$ cat src/rtl/axistream_pack_pkg.sv
// Shared helpers for the narrow/wide AXI-Stream pack and unpack converters.
package axistream_pack_pkg;

    // Ceiling log2 with a floor of 1, used to size lane counters.
    function automatic int unsigned clog2(input int unsigned n);
        int unsigned r;
        int unsigned v;
        r = 0;
        v = 1;
        while (v < n) begin
            v = v << 1;
            r = r + 1;
        end
        if (r == 0) r = 1;
        return r;
    endfunction

    // Lane written by beat k of a word.
    function automatic int unsigned lane(input int unsigned k, input logic big_endian,
                                         input int unsigned num_pack);
        return big_endian ? (num_pack - 1 - k) : k;
    endfunction

endpackage

$ cat src/rtl/axistream_pack.sv
// Narrow-to-wide AXI-Stream converter: packs NUM_PACK beats into one word,
// flushing a partial (tkeep-qualified) word on an early src_tlast.
module axistream_pack
    import axistream_pack_pkg::*;
#(
    parameter int unsigned DATA_WIDTH = 8,
    parameter int unsigned NUM_PACK   = 4,
    parameter logic        BIG_ENDIAN = 1'b1
) (
    input  logic                           clk,
    input  logic                           rst_n,
    input  logic                           src_tvalid,
    output logic                           src_tready,
    input  logic [DATA_WIDTH-1:0]          src_tdata,
    input  logic                           src_tlast,
    output logic                           dest_tvalid,
    input  logic                           dest_tready,
    output logic [NUM_PACK*DATA_WIDTH-1:0] dest_tdata,
    output logic [NUM_PACK-1:0]            dest_tkeep,
    output logic                           dest_tlast
);

    localparam int unsigned IDX_W  = clog2(NUM_PACK);
    localparam int unsigned WORD_W = NUM_PACK * DATA_WIDTH;

    if (NUM_PACK < 2) begin : g_bad_num_pack
        $error("axistream_pack: NUM_PACK must be >= 2");
    end

    logic [IDX_W-1:0]    idx_q, idx_d;
    logic [WORD_W-1:0]   acc_data_q, acc_data_d;
    logic [NUM_PACK-1:0] acc_keep_q, acc_keep_d;
    logic [WORD_W-1:0]   out_data_q, out_data_d;
    logic [NUM_PACK-1:0] out_keep_q, out_keep_d;
    logic                out_last_q, out_last_d;
    logic                out_valid_q, out_valid_d;

    logic                beat_fire;
    logic                word_done;
    logic [IDX_W-1:0]    lane_sel;
    logic [WORD_W-1:0]   merged_data;
    logic [NUM_PACK-1:0] merged_keep;

    // Ready is held low in reset so nothing is accepted before the counter is sane.
    assign src_tready = rst_n && (!out_valid_q || dest_tready);

    assign dest_tvalid = out_valid_q;
    assign dest_tdata  = out_data_q;
    assign dest_tkeep  = out_keep_q;
    assign dest_tlast  = out_last_q;

    always_comb begin
        beat_fire   = src_tvalid && src_tready;
        word_done   = beat_fire && ((idx_q == IDX_W'(NUM_PACK - 1)) || src_tlast);
        lane_sel    = IDX_W'(lane(32'(idx_q), BIG_ENDIAN, NUM_PACK));
        merged_data = acc_data_q;
        merged_keep = acc_keep_q;
        for (int unsigned i = 0; i < NUM_PACK; i++) begin
            if (lane_sel == IDX_W'(i)) begin
                merged_data[i*DATA_WIDTH +: DATA_WIDTH] = src_tdata;
                merged_keep[i]                          = 1'b1;
            end
        end

        idx_d       = idx_q;
        acc_data_d  = acc_data_q;
        acc_keep_d  = acc_keep_q;
        out_data_d  = out_data_q;
        out_keep_d  = out_keep_q;
        out_last_d  = out_last_q;
        out_valid_d = out_valid_q;

        if (out_valid_q && dest_tready) begin
            out_valid_d = 1'b0;
        end

        // A completing beat may load on the same edge the previous word drains.
        if (word_done) begin
            out_data_d  = merged_data;
            out_keep_d  = merged_keep;
            out_last_d  = src_tlast;
            out_valid_d = 1'b1;
            idx_d       = '0;
            acc_data_d  = '0;
            acc_keep_d  = '0;
        end else if (beat_fire) begin
            acc_data_d = merged_data;
            acc_keep_d = merged_keep;
            idx_d      = idx_q + IDX_W'(1);
        end
    end

    always_ff @(posedge clk or negedge rst_n) begin
        if (!rst_n) begin
            idx_q       <= '0;
            acc_data_q  <= '0;
            acc_keep_q  <= '0;
            out_data_q  <= '0;
            out_keep_q  <= '0;
            out_last_q  <= 1'b0;
            out_valid_q <= 1'b0;
        end else begin
            idx_q       <= idx_d;
            acc_data_q  <= acc_data_d;
            acc_keep_q  <= acc_keep_d;
            out_data_q  <= out_data_d;
            out_keep_q  <= out_keep_d;
            out_last_q  <= out_last_d;
            out_valid_q <= out_valid_d;
        end
    end

endmodule

$ cat config.mk
export PLATFORM = sky130hd
export DESIGN_NAME = axistream_pack
export DESIGN_NICKNAME = d
export VERILOG_FILES = /design/src/rtl/axistream_pack_pkg.sv /design/src/rtl/axistream_pack.sv
export SDC_FILE = /design/constraint.sdc
export NUM_CORES = 1
export LEC_CHECK = 0
export ABC_CLOCK_PERIOD_IN_PS = 2900
export CAP_MARGIN = 25
export CORE_UTILIZATION = 58
export CTS_BUF_LIST = sky130_fd_sc_hd__clkbuf_4 sky130_fd_sc_hd__clkbuf_8 sky130_fd_sc_hd__clkbuf_16
export DETAILED_ROUTE_END_ITERATION = 10
export GPL_TIMING_DRIVEN = 0
export HOLD_SLACK_MARGIN = 0.03
export PLACE_DENSITY = 0.85
export REMOVE_ABC_BUFFERS = 1
export SLEW_MARGIN = 0
export SYNTH_ARGS = -nofsm -noshare
export SYNTH_HDL_FRONTEND = slang
export SYNTH_SLANG_ARGS = --single-unit
$ cat constraint.sdc
create_clock -name clk -period 2.9 [get_ports clk]
set_input_delay 0.87 -clock clk [delete_from_list [all_inputs] [get_ports clk]]
set_output_delay 0.87 -clock clk [all_outputs]
set_load 0.02 [all_outputs]
==> flow_metrics.env <==
export IMPL_status="complete, no violations"
export IMPL_cts_buffer_depth=2
export IMPL_port_buffers=51
export IMPL_cts_clk_slew_worst_paths_ps=80
export IMPL_cts_buffers=9
export IMPL_worst_path_max_delay_cell="clkdlybuf4s50_1"
export IMPL_synthesis_area_um2=3430
export IMPL_vias=2515
export IMPL_intPower_uw=2270
export IMPL_wl_per_cell_um=19.8
export IMPL_grt_setup_unrepaired="false"
export IMPL_die_h_um=79.0
export IMPL_drt_initial_drc_count=166
export IMPL_crit_chain="clkdlybuf4s50_1 > nand2b_4 > and2_1 > dlygate4sd2_1"
export IMPL_setup_worst_path_class="primary input to output port"
export IMPL_ys_ff_latch=76
export IMPL_yosysWarnings=0
export IMPL_async_flop_share=1.00
export IMPL_leakage_uw=0.00179
export IMPL_period_share=0.984
export IMPL_start_util=0.612
export IMPL_clock_sinks=76
export IMPL_cp_start_kind="primary input"
export IMPL_synth_most_common_cell="dfrtp_1"
export IMPL_grt_total_usage=0.267
export IMPL_drtPass1Iterations=4
export IMPL_nets=336
export IMPL_syn_area_per_cell_um2=12.4
export IMPL_ir_drop_mv=0.583
export IMPL_antenna_found_initial=0
export IMPL_drive_above_1_share=0.176
export IMPL_fmax_mhz=350
export IMPL_endpoint_kind="output port"
export IMPL_synth_area_leaders="dfrtp_1 55%, mux2i_1 9.6%, a31oi_1 6.9%"
export IMPL_die_x_um=79.0
export IMPL_slew_viol_final=0
export IMPL_switching_share=0.335
export IMPL_combPwrFrac=0.338
export IMPL_diodes=0
export IMPL_crit_fanout=2
export IMPL_layoutNonFillerInstCount=396
export IMPL_ios=52
export IMPL_core_area_um2=5610
export IMPL_rows=27
export IMPL_p_switching_uw=1150
export IMPL_grt_pass1_wl_um=12400
export IMPL_synthCells=277
export IMPL_wl_um=7850
export IMPL_place_inst=377
export IMPL_hold_buffers=0
export IMPL_final_util=0.751
export IMPL_dieArea_um2=6230
export IMPL_worstPathRequired_ps=2030
export IMPL_post_dp_hpwl_um=4360
export IMPL_synth_cell_types=26
export IMPL_grt_pass1_vias=2418
export IMPL_seq_power_share=0.415
export IMPL_relSlewSlack=0.487
export IMPL_drc_errors=0
export IMPL_place_gp_congestion=0.788
export IMPL_cts_tree="done"
export IMPL_period_minus_slack_ps=2850
export IMPL_h_tree_depth=3
export IMPL_avgViaCountPerCell=6.35
export IMPL_pwr_share_clk=0.247
export IMPL_tightest_slew_ps=770
export IMPL_min_path_type="primary input to async pin"
export IMPL_grt_max_degree=65
export IMPL_seq_area_frac_synth=0.554
export IMPL_final_antenna_net_count=0
export IMPL_yosys_most_used_dff="dfrtp_1"
export IMPL_hold_viol=0
export IMPL_finalPower_uw=3420
export IMPL_pwr_density_cell_nw_per_um2=812
export IMPL_grt_overflow=0
export IMPL_cp_arrival_ps=1980
export IMPL_yosys_area_top_type="dfrtp_1"
export IMPL_setup_viol=0
export IMPL_synth_top_area_frac=0.554
export IMPL_area_delta_synth_final_pct=22.7
export IMPL_final_setup_skew_ps=9.29
export IMPL_clk_latency_ps=360
export IMPL_slowest_delay_ps=520
export IMPL_synth_edff_count=0
export IMPL_cts_root_buffer="clkbuf_8"
export IMPL_synthTopCellsByCount="76 x dfrtp_1, 38 x a31oi_1, 33 x mux2i_1, 27 x a21oi_2, 25 x a22o_1"
export IMPL_cap_violations=0
-- critical path, delay by kind of cell --
family | cells | cell delay [ps]
buffers and inverters | 2 | 840
AND/OR/NAND/NOR | 2 | 270
-- kinds of logic (layout without fill, tap and decap cells) --
logic type               count (synthesis)  after routing  synth area share
AO/OA/AOI/OAI                          105            105             0.234
AND/OR/NAND/NOR                         31             32            0.0525
buffers and inverters                   28             74            0.0495
flip-flops                              76             76             0.554
multiplexers                            33             33            0.0962
adder cells (fa/ha/maj)                  4              4            0.0146
-- power groups by stage --
stage	clock network [uW]	registers (uW)	logic, uW
after floorplan	0	1610	473
after global placement	0	1420	1110
after detailed placement	0	1430	1140
after CTS	848	1420	1150
after global routing	902	1440	1230
final	845	1420	1160
-- flip-flops by register name, indices dropped and copies added, names as in the netlist --
name and count:
dest_tvalid 1, dest_tlast 1, acc_keep_q 4, acc_data_q 32, dest_tdata 32, idx_q 2, dest_tkeep 4
-- layout by cell type, fill, tap and decap left out, types with 3 or more instances in the layout --
cell type	n
dfrtp_1	76
buf_16	3
a22o_1	25
a31oi_1	38
a21oi_1	9
a21oi_2	27
mux2i_1	33
clkdlybuf4s50_1	49
and4_1	3
nor2_1	8
clkbuf_8	11
ha_1	4
nor2b_1	9
-- timing repair --
item	in CTS	in global routing
setup buffers	1	0
gates cloned	1	1
setup endpoints to repair	48	25
pin swaps	0	0
resized for setup	3	1
-- layout make-up --
class / count / area, um2
sequential: 76 / 1900
fill: 390 / 1390
multi-input combinational: 174 / 1390
timing repair buffer: 56 / 622
clock buffer: 12 / 159
tap: 72 / 90.1
clock inverter: 4 / 47.5
inverter: 2 / 7.51
-- per-layer routing --
layer | vias to the layer above | track usage | share of wire
li1 | 1122 | - | -
met1 | 1291 | 0.386 | 0.44
met2 | 92 | 0.382 | 0.48
met3 | 10 | 0.0678 | 0.072
met4 | 0 | 0.118 | 0.013
met5 | - | 0 | 0
-- through the flow --
step | area, um2 | setup WS (ps) | setup TNS, ps | hold slack (ps)
detailed placement | 3960 | -687 | -33620 | 481
floorplan | 3270 | -676 | -29420 | 464
global placement | 3870 | -4800 | -447810 | 476
CTS | 4190 | 29.8 | 0 | 367
global route | 4210 | 3.08 | 0 | 385
finish | 4210 | 46.2 | 0 | 384
-- worst paths after layout --
check                                    from             end  slack (ps)  depth (start not counted)
max in group asynchronous               rst_n  acc_data_q[13]        2030                          2
min in group clk                acc_keep_q[3]   acc_keep_q[3]         500                          2
worst min-delay path                    rst_n   dest_tdata[5]         380                          1
worst max register to register       idx_q[1]   dest_tkeep[1]         260                          5
worst max-delay path              dest_tready      src_tready          50                          4
worst min register to register  acc_keep_q[3]   acc_keep_q[3]         500                          2
(Power assumes the default switching activity.)
